==> src/rtl/tt_um_onehot_pulse_decoder_if.sv <==
// tt_um_onehot_pulse_decoder_if: Tiny Tapeout pin bundle (ui/uo/uio/ena) for the one-hot pulse decoder
interface tt_um_onehot_pulse_decoder_if;
  logic [7:0] ui_in, uo_out, uio_in, uio_out, uio_oe;
  logic ena;
  modport master (output ui_in, uio_in, ena, input uo_out, uio_out, uio_oe);
  modport slave (input ui_in, uio_in, ena, output uo_out, uio_out, uio_oe);
endinterface

==> src/rtl/tt_um_onehot_pulse_decoder.sv <==
// tt_um_onehot_pulse_decoder: 3-bit code to one-hot decoder, output held or emitted as a timed pulse
// clk/rst_n: rising-edge clock, asynchronous active-low reset
// bus.ui_in: [2:0] code, [3] valid, [4] load, [5] mode (0 hold, 1 pulse), [7:6] len_sel
// bus.uo_out: one-hot decoded code or 0; bus.uio_out: {2'b0, overrun, done, busy, code_reg}
// bus.uio_oe: constant 8'h3F; bus.uio_in and bus.ena are ignored
module tt_um_onehot_pulse_decoder #(
  parameter int SYNC_STAGES = 2,
  parameter int PULSE_UNIT = 4
) (
  input logic clk,
  input logic rst_n,
  tt_um_onehot_pulse_decoder_if.slave bus
);
  localparam int CW = $clog2(4 * PULSE_UNIT);
  typedef enum logic [1:0] {IDLE, HOLD, PULSE} state_t;
  state_t state_q, state_d;
  logic [SYNC_STAGES-1:0][7:0] sync_q, sync_d;
  logic [SYNC_STAGES-1:0] fill_q, fill_d;
  logic load_dly_q, load_dly_d, armed_q, armed_d;
  logic [7:0] out_q, out_d;
  logic [2:0] code_q, code_d;
  logic [CW-1:0] cnt_q, cnt_d, cnt_load;
  logic done_q, done_d, ovr_q, ovr_d;
  logic [7:0] s;
  logic load_edge, unused;
  assign s = sync_q[SYNC_STAGES-1];
  assign sync_d = {sync_q[SYNC_STAGES-2:0], bus.ui_in};
  assign fill_d = {fill_q[SYNC_STAGES-2:0], 1'b1};
  assign load_dly_d = s[4];
  // A rise only counts once a genuine low has emerged from the refilled
  // synchroniser, so a load held high across reset release is not an edge.
  assign armed_d = armed_q | (fill_q[SYNC_STAGES-1] & ~s[4]);
  assign load_edge = armed_q & s[4] & ~load_dly_q;
  assign cnt_load = CW'((int'(s[7:6]) + 1) * PULSE_UNIT - 1);
  always_comb begin
    state_d = state_q;
    out_d = out_q;
    code_d = code_q;
    cnt_d = cnt_q;
    done_d = 1'b0;
    ovr_d = ovr_q;
    if (state_q == PULSE) begin
      ovr_d = ovr_q | load_edge;
      cnt_d = (cnt_q != '0) ? cnt_q - CW'(1) : cnt_q;
      if (cnt_q == '0) begin
        out_d = '0;
        state_d = IDLE;
        done_d = 1'b1;
      end
    end else if (load_edge && !s[3]) begin
      out_d = '0;
      ovr_d = 1'b0;
      state_d = IDLE;
    end else if (load_edge) begin
      out_d = 8'b1 << s[2:0];
      code_d = s[2:0];
      cnt_d = s[5] ? cnt_load : cnt_q;
      state_d = s[5] ? PULSE : HOLD;
    end
  end
  always_ff @(posedge clk or negedge rst_n) begin
    if (!rst_n) begin
      sync_q <= '0;
      fill_q <= '0;
      load_dly_q <= 1'b0;
      armed_q <= 1'b0;
      state_q <= IDLE;
      out_q <= '0;
      code_q <= '0;
      cnt_q <= '0;
      done_q <= 1'b0;
      ovr_q <= 1'b0;
    end else begin
      sync_q <= sync_d;
      fill_q <= fill_d;
      load_dly_q <= load_dly_d;
      armed_q <= armed_d;
      state_q <= state_d;
      out_q <= out_d;
      code_q <= code_d;
      cnt_q <= cnt_d;
      done_q <= done_d;
      ovr_q <= ovr_d;
    end
  end
  assign bus.uo_out = out_q;
  assign bus.uio_out = {2'b00, ovr_q, done_q, state_q == PULSE, code_q};
  assign bus.uio_oe = 8'h3F;
  assign unused = &{1'b0, bus.uio_in, bus.ena};
endmodule

==> src/flat_wrapper.sv <==
// flat-port wrapper written by rule: the top's interface ports become plain ports
module tt_um_onehot_pulse_decoder_flat 
#(
  parameter int SYNC_STAGES = 2,
  parameter int PULSE_UNIT = 4
)
  (clk, rst_n, bus_ui_in, bus_uio_in, bus_ena, bus_uo_out, bus_uio_out, bus_uio_oe);
  tt_um_onehot_pulse_decoder_if bus_i ();
  input logic clk;
  input logic rst_n;
  input wire logic [$bits(bus_i.ui_in)-1:0] bus_ui_in;
  input wire logic [$bits(bus_i.uio_in)-1:0] bus_uio_in;
  input wire logic [$bits(bus_i.ena)-1:0] bus_ena;
  output wire logic [$bits(bus_i.uo_out)-1:0] bus_uo_out;
  output wire logic [$bits(bus_i.uio_out)-1:0] bus_uio_out;
  output wire logic [$bits(bus_i.uio_oe)-1:0] bus_uio_oe;
  assign bus_i.ui_in = bus_ui_in;
  assign bus_i.uio_in = bus_uio_in;
  assign bus_i.ena = bus_ena;
  assign bus_uo_out = bus_i.uo_out;
  assign bus_uio_out = bus_i.uio_out;
  assign bus_uio_oe = bus_i.uio_oe;
  tt_um_onehot_pulse_decoder #(.SYNC_STAGES(SYNC_STAGES), .PULSE_UNIT(PULSE_UNIT)) u_core (.clk(clk), .rst_n(rst_n), .bus(bus_i));
endmodule
==> config.mk <==
export PLATFORM = sky130hd
export DESIGN_NAME = tt_um_onehot_pulse_decoder_flat
export DESIGN_NICKNAME = d
export VERILOG_FILES = /design/src/rtl/tt_um_onehot_pulse_decoder_if.sv /design/src/rtl/tt_um_onehot_pulse_decoder.sv /design/src/flat_wrapper.sv
export SDC_FILE = /design/constraint.sdc
export NUM_CORES = 1
export LEC_CHECK = 0
export ABC_AREA = 1
export CORE_ASPECT_RATIO = 1.25
export CORE_MARGIN = 8
export CORE_UTILIZATION = 51
export CTS_CLUSTER_DIAMETER = 120
export CTS_CLUSTER_SIZE = 28
export DETAILED_ROUTE_END_ITERATION = 16
export PLACE_DENSITY = 0.87
export SLEW_MARGIN = 20
export SYNTH_ARGS = -nofsm -noshare
export SYNTH_HDL_FRONTEND = slang
export SYNTH_SLANG_ARGS = --single-unit
==> constraint.sdc <==
create_clock -name clk -period 3.9 [get_ports clk]
set_input_delay 0.975 -clock clk [delete_from_list [all_inputs] [get_ports clk]]
set_output_delay 0.975 -clock clk [all_outputs]
set_load 0.02 [all_outputs]
==> flow_metrics.tcl, run 1 <==
set metrics [dict create \
    worstPathRequired_ps 2920 \
    startpoint "u_core.state_q[0]" \
    die_w_um 66.4 \
    rsz0062_at_grt "false" \
    num-fill-cells 268 \
    critPathLaunchType "register" \
    rows 23 \
    cts_tree "done" \
    overflow 0 \
    finClkSkew_ps 6.78 \
    wl_per_cell_um 11.3 \
    pin_count 43 \
    final_util_pct 61.0 \
    grt_use_total_pct 11.1 \
    critPathSlowestCell "clkdlybuf4s50_1" \
    grt_max_degree 40 \
    die_area_um2 5250 \
    slew_viol_final 0 \
    drc 0 \
    r2r_start "u_core.cnt_q[0]" \
    drt_iter0_markers 56 \
    via_count 1053 \
    cts_sinks 39 \
    dp_cells 214 \
    hold_class "reg2reg" \
    slew_headroom_pct 45.5 \
    syn_area_per_cell_um2 10.2 \
    maxCapViolations 0 \
    grt_pass1_vias 1084 \
    crit_path_cell_trace "inv_1, nand2_4, inv_6, clkdlybuf4s50_1" \
    start_util_pct 51.7 \
    worst_pin_slew_ps 817 \
    root_buffer "clkbuf_8" \
    setup_viol 0 \
    fin_tns_setup_ps 0 \
    worstPathArrival_ps 1640 \
    area_growth_pct 18.1 \
    period_minus_slack_ps 2620 \
    status "finished, final reports clean" \
    synth_top_area_share_pct 60.2 \
    final_cells 222 \
    cp-end-kind "output pin" \
    p_leak_uw 0.000932 \
    cts_hold_buf 0 \
    synth_area_leaders "dfrtp_1 60%, nand2_1 9.7%, nand3_1 5.6%, buf_4 5.6%, o21ai_0 2.8%" \
    antenna_found_initial 0 \
    slowest_delay_ps 610 \
    clock_latency_ps 290 \
    path_buf_inv 3 \
    cts_made_buffers 5 \
    via_per_inst 4.74 \
    synth-seq-area-share_pct 60.2 \
    nets 205 \
    synth.distinct_cells 23 \
    dp_hpwl_um 1810 \
    h-tree-depth 2 \
    cts_setup_buffers 0 \
    fmax_mhz 382 \
    drive_gt1_share_pct 9.19 \
    synthesis.instances 159 \
    ys_seq_elements 39 \
    dieHeight_um 79.0 \
    clk_pin_slew_ps 80 \
    timing.final.crit_share_pct 67.1 \
    hold_viol 0 \
    synth_area_um2 1620 \
    clockBufferDepth 2 \
    core-area_um2 3140 \
    yosys_warnings 0 \
    cts_resized 0 \
    vdd_drop_max_mv 0.387 \
    worstHoldStart "u_core.sync_d[8]" \
    antenna_left 0 \
    cp_top_family "buffers and inverters" \
    port_buffers 23 \
    dr.pass1.iters 4 \
    grt_pass1_wl_um 4510 \
    crit_type "reg2out" \
    gp_congestion 0.835 \
    antenna_cells 0 \
    p_per_area_nw_per_um2 586 \
    synth_top_area_cell "dfrtp_1" \
    cp_max_fo 14 \
    routed_wl_um 2500 \
]
-- layout make-up --
cell class              count  area [um2]  share of cell area, %
clock buffers               5        68.8                   3.59
clock inverters             3        25.0                   1.31
inverters                  12        50.0                   2.61
multi-input cells         103         523                   27.3
flip-flops and latches     39         976                   51.0
well taps                  37        46.3                   2.42
repair buffers             23         225                   11.8
-- layout by cell type, fill, tap and decap left out --
cell type	synthesis	layout
a21oi_1	1	1
buf_2	1	1
o21bai_1	1	1
nand3b_1	1	1
nor2_1	9	9
o21ai_4	1	1
o21ai_2	1	1
nand2_4	2	2
dfrtp_1	39	39
conb_1	2	11
nand3_1	18	18
xnor2_1	1	1
clkdlybuf4s50_1	0	22
nand4_4	1	1
clkbuf_8	0	5
nand2_2	1	1
nor2_8	1	1
clkinv_4	0	2
o21ai_0	9	9
ha_1	2	2
clkinvlp_4	0	1
inv_6	1	1
inv_1	11	11
nand2_1	42	42
nand4_1	1	1
-- cell usage after synthesis --
cell type and n:
a21oi_1 1, nand2_2 1, ha_1 2, buf_6 1, conb_1 2, o21bai_1 1
o21ai_0 9, nand4_1 1, xnor2_1 1, nor2_8 1, nand3b_1 1, nor2_1 9
nand3_1 18, nand4_4 1, buf_2 1, dfrtp_1 39, o21ai_4 1, o21ai_2 1
nand2_4 2, inv_1 11, nand2_1 42, inv_6 1, buf_4 12
-- metrics by stage --
stage / hold slack, ps / total power [uW] / instance area [um2] / setup WS [ps]
floorplan: 331 / 757 / 1660 / 2290
global placement: 332 / 843 / 1820 / 1610
detailed placement: 335 / 856 / 1820 / 1600
CTS: 352 / 1130 / 1910 / 1280
global route: 359 / 1200 / 1910 / 1180
finish: 351 / 1120 / 1910 / 1280
-- worst register-to-register path, stage by stage, from the launching register on --
cell and delay [ps]:
dfrtp_1 400, inv_1 130, ha_1 190, nand3_1 120, nand2_4 130, o21ai_4 140
nand2_1 90, o21ai_0 90
-- metal layers --
metal	GRT usage (%)	vias up	routed length, um
li1	-	530	-
met4	7.49	0	42
met3	4.64	5	175
met2	16.7	39	1150
met1	12.5	479	1140
met5	0	-	0
-- path summary, 6_finish.rpt --
kind,to,slack (ps),cells past startpoint
max,bus_uio_out[3],1280,4
min,u_core.s[0],350,0
max reg2reg,u_core.bus.uo_out[4],2480,7
min reg2reg,u_core.s[0],350,0
max in group asynchronous,u_core.s[5],2610,1
min in group asynchronous,u_core.state_q[1],770,1
-- report_power, final --
part           internal [uW]  total (uW)  switching (uW)
clock network            128         274             147
logic                    133         333             200
registers                472         515            42.7
-- registers in the layout, summed over array words and instances, names as in the netlist --
name and cells:
u_core.s 8, u_core.sync_d 8, u_core.bus.uo_out 8, u_core.fill_q 2, u_core.armed_q 1, u_core.cnt_q 4
u_core.state_q 2, u_core.done_q 1, u_core.load_dly_q 1, u_core.ovr_q 1, u_core.code_q 3
-- cells by family after synthesis --
| logic type | after synthesis | share of synthesized area (%) |
|---|---|---|
| xor+xnor | 1 | 0.540 |
| flops | 39 | 60.2 |
| other cells | 2 | 0.463 |
| fa+ha+maj | 2 | 1.54 |
| simple gates | 76 | 22.5 |
| buf+inv | 26 | 9.65 |
| compound gates | 13 | 5.09 |
Power figures use the tool's default switching activity.
==> run 2, diff against run 1 <==
CORE_UTILIZATION = 47   (was 51)
PLACE_DENSITY = 0.82   (was 0.87)
clock period = 2.5 ns   (was 3.9 ns; I/O delays follow)
==> run 2 against run 1 <==
Compared with the run above:
- combinational power is 53% higher
- cell count is 0.90% higher
- final area is 2.4% higher
- via count is 1.2% lower
- highest routed layer unchanged
- largest power group unchanged
- sequential power is 57% higher
==> flow_metrics.tcl, run 2 (same netlist as run 1, synthesis figures left out) <==
set metrics [dict create \
    intPower_uw 1340 \
    p_leak_uw 0.000952 \
    clockBufferDepth 2 \
    cts_setup_buffers 0 \
    area_growth_pct 20.8 \
    drt_iter0_markers 33 \
    dp_hpwl_um 1870 \
    routed_wl_um 2540 \
    p_seq_share_pct 41.8 \
    hold_class "reg2reg" \
    pin_count 43 \
    timing.final.crit_share_pct 90.4 \
    cts_sinks 39 \
    worstPathRequired_ps 1880 \
    via_count 1040 \
    cp-end-kind "output pin" \
    place_ws_ps 547 \
    clock_latency_ps 290 \
    dieHeight_um 81.7 \
    fin_tns_setup_ps 0 \
    antenna_left 0 \
    critPathLaunchType "register" \
    grt_use_total_pct 10.6 \
    dr.pass1.iters 4 \
    p_sw_share_pct 30.5 \
    wl_per_cell_um 11.3 \
    status "finished, final reports clean" \
    overflow 0 \
    vdd_drop_max_mv 0.611 \
    regArea_um2 976 \
    maxCapViolations 0 \
    nets 205 \
    num-fill-cells 304 \
    grt_pass1_vias 1057 \
    rsz0062_at_grt "false" \
    root_buffer "clkbuf_8" \
    drive_gt1_share_pct 9.19 \
    layout_commonest_cell "nand2_1" \
    final_cell_mix "42 x nand2_1, 39 x dfrtp_1, 22 x clkdlybuf4s50_1, 18 x nand3_1" \
    start_util_pct 47.8 \
    slew_viol_final 0 \
    crit_type "reg2out" \
    setup_viol 0 \
    drc 0 \
    p_per_area_nw_per_um2 984 \
    hold_viol 0 \
    worstPathArrival_ps 1630 \
    die_w_um 68.5 \
    cts_tree "done" \
    antenna_found_initial 0 \
    cp_max_fo 14 \
    cts_made_buffers 5 \
    grt_max_degree 40 \
    via_per_inst 4.64 \
    multiInputGateArea_um2 523 \
    p_clk_share_pct 31.7 \
    port_buffers 23 \
    gp_congestion 0.840 \
    finClkSkew_ps 7.73 \
    cts_hold_buf 0 \
    cts_resized 0 \
    clk_pin_slew_ps 80 \
    setup_ws_ps 240 \
    die_area_um2 5600 \
    fmax_mhz 443 \
    period_minus_slack_ps 2260 \
    combPwrFrac_pct 26.5 \
    p_switching_uw 588 \
    worst_pin_slew_ps 824 \
    core-area_um2 3390 \
    grt_pass1_wl_um 4410 \
    h-tree-depth 2 \
    rows 24 \
    antenna_cells 0 \
    slew_headroom_pct 45.1 \
]
[run 2: changes by cell type in the layout (fill, tap and decap cells not counted), sizes merged]
cell,change
bufinv,+2
clkinv,-2
[run 2: layer usage]
metal  up-vias  share of wire, %  GRT usage, %
met3         8               7.8          4.37
met5         -                 0             0
li1        532                 -             -
met1       470                40          10.9
met2        30                50          17.5
met4         0               2.4          6.16
[run 2: final cells by class]
type | instances | share of cell area [%]
Tap cell | 39 | 2.49
Multi-Input combinational cell | 103 | 26.7
Sequential cell | 39 | 49.8
Clock buffer | 5 | 3.51
Inverter | 12 | 2.55
Timing Repair Buffer | 23 | 11.5
Clock inverter | 3 | 3.45
[run 2: critical path, cell delays in order (launching register included)]
cell,delay [ps]
dfrtp_1,380
inv_1,90
nand2_4,130
inv_6,130
clkdlybuf4s50_1,610
[run 2: final timing paths]
kind	start	end	slack, ps	depth (start not counted)
min in group asynchronous	rst_n	u_core.cnt_q[1]	430	1
worst min-delay path	u_core.fill_q[0]	u_core.fill_q[1]	340	0
worst max-delay path	u_core.state_q[0]	bus_uio_out[3]	240	4
worst min register to register	u_core.fill_q[0]	u_core.fill_q[1]	340	0
worst max register to register	u_core.cnt_q[0]	u_core.bus.uo_out[5]	1130	7
max in group asynchronous	rst_n	u_core.s[4]	1550	1
[run 2: power groups by stage]
stage / combinational (uW) / clock, uW / sequential (uW)
finish: 511 / 611 / 806
detailed placement: 516 / 0 / 819
global route: 576 / 657 / 820
global placement: 505 / 0 / 812
floorplan: 325 / 0 / 855
CTS: 520 / 629 / 808
[run 2: through the flow]
stage	instance area [um2]	total power, uW	utilization, %	hold slack [ps]	instances
after floorplan	1660	1180	-	329	168
after global placement	1820	1320	53.7	333	216
after detailed placement	1820	1340	53.7	335	216
after CTS	1960	1960	57.7	344	224
after global routing	1960	2050	57.7	354	224
final	1960	1930	57.7	343	224
==> run 3, diff against run 2 <==
CELL_PAD_IN_SITES_DETAIL_PLACEMENT = 1   (was not set)
CELL_PAD_IN_SITES_GLOBAL_PLACEMENT = 2   (was not set)
CORE_UTILIZATION = 29   (was 47)
==> run 3 against run 2 <==
Compared with the run above:
- clock-buffer cell count up 1
- combinational power up 2%
- clock power about the same
- register-to-register slack worse by 40 ps
- first-iteration DRC count up 48%
- power up 0.51%
- hold slack worse by 83 ps
- largest power group unchanged
==> flow_metrics.tcl, run 3 (same netlist as run 1, synthesis figures left out) <==
set metrics [dict create \
    grt_max_degree 24 \
    fmax_mhz 439 \
    h-tree-depth 2 \
    dieHeight_um 99.6 \
    hold_viol 0 \
    core-area_um2 5410 \
    p_leak_uw 0.000958 \
    worstPathRequired_ps 1880 \
    area_growth_pct 23.0 \
    wl_per_cell_um 12.4 \
    crit_type "reg2out" \
    rsz0062_at_grt "false" \
    drive_gt1_share_pct 9.14 \
    grt_pass1_wl_um 5560 \
    overflow 0 \
    drc 0 \
    timing.final.crit_share_pct 91.2 \
    final_cells 250 \
    gr-usage-met1_pct 9.05 \
    hold_class "in2async" \
    antenna_left 0 \
    grt_most_used_layer "met2" \
    reg2reg_to "u_core.bus.uo_out[2]" \
    status "finished, final reports clean" \
    rr_worst_depth 4 \
    fin_tns_setup_ps 0 \
    vdd_drop_max_mv 0.486 \
    grt_pass1_vias 1197 \
    cts_made_buffers 5 \
    p_per_area_nw_per_um2 972 \
    slew_viol_final 0 \
    setup_viol 0 \
    num-fill-cells 645 \
    antenna_found_initial 0 \
    layout_commonest_cell "nand2_1" \
    finClkSkew_ps 9.48 \
    critPathLaunchType "register" \
    slowest_delay_ps 620 \
    via_count 1062 \
    regArea_um2 976 \
    cts_tree "done" \
    clockBufferDepth 2 \
    pin_count 43 \
    die_w_um 82.9 \
    cp_max_fo 14 \
    crit_path_cell_trace "inv_1, nand2_4, inv_6, clkdlybuf4s50_1" \
    routed_wl_um 3100 \
    path_buf_inv 3 \
    clock_latency_ps 290 \
    final_util_pct 36.9 \
    dr.pass1.iters 4 \
    multiInputGateArea_um2 523 \
    gp_congestion 0.735 \
    worstPathArrival_ps 1650 \
    maxCapViolations 0 \
    dp_cells 242 \
    grt_use_total_pct 8.17 \
    cts_hold_buf 0 \
    rows 30 \
    use_met3_pct 2.45 \
    cts_setup_buffers 0 \
    antenna_cells 0 \
    met2_usage_pct 13.7 \
    final_cell_mix "42 x nand2_1, 39 x dfrtp_1, 22 x clkdlybuf4s50_1, 18 x nand3_1" \
    worst-path-stages 4 \
    rrSetupSlack_ps 1090 \
    cts_sinks 39 \
    period_minus_slack_ps 2280 \
    r2r_start "u_core.state_q[1]" \
    clk_pin_slew_ps 80 \
    port_buffers 23 \
    cts_resized 0 \
    start_util_pct 30.0 \
    die_area_um2 8260 \
    cp-end-kind "output pin" \
    nets 206 \
    drt_iter0_markers 49 \
    root_buffer "clkbuf_8" \
    via_per_inst 4.25 \
    holdWs_ps 260 \
    critPathSlowestCell "clkdlybuf4s50_1" \
    dp_hpwl_um 2350 \
    cp_top_family "buffers and inverters" \
]
[run 3: cell count changes in the layout (fill, tap and decap cells not counted), sizes merged]
cell and delta:
clkinvlp -1, clkbuf +2
[run 3: worst max-delay path by stage]
stage	endpoint	from
5_1_grt	bus_uio_out[3]	u_core.state_q[0]
3_3_place_gp	bus_uio_out[3]	u_core.state_q[0]
6_report	bus_uio_out[3]	u_core.state_q[0]
3_5_place_dp	bus_uio_out[3]	u_core.state_q[0]
2_1_floorplan	u_core.bus.uo_out[6]	u_core.cnt_q[0]
4_1_cts	bus_uio_out[3]	u_core.state_q[0]
[run 3: per-layer routing]
layer	wire length [um]	up-vias
li1	-	528
met1	1350	500
met2	1560	29
met3	123	5
met4	66	0
met5	0	-
[run 3: power by group]
part / switching (uW) / internal (uW) / leakage [uW]
logic: 312 / 207 / 0.000415
registers: 71.6 / 737 / 0.000477
clock network: 212 / 399 / 0.0000654
[run 3: final cells by class]
class	instances	share of cell area [%]
flip-flops and latches	39	48.9
well taps	64	4.02
inverters	12	2.51
multi-input cells	103	26.2
clock inverters	2	3.01
repair buffers	24	11.7
clock buffers	6	3.64
[run 3: worst reg2reg max path, cell delays in order, from the launching register on]
cell and delay [ps]:
dfrtp_1 420, nand2_4 200, inv_6 90, o21ai_4 390
o21ai_0 170
[run 3: per-stage QoR]
step	power, uW	instance area (um2)	setup slack, ps
5_1_grt	2060	1990	141
3_5_place_dp	1350	1860	523
6_report	1940	1990	220
2_1_floorplan	1180	1660	1200
4_1_cts	1970	1990	199
3_3_place_gp	1340	1860	534
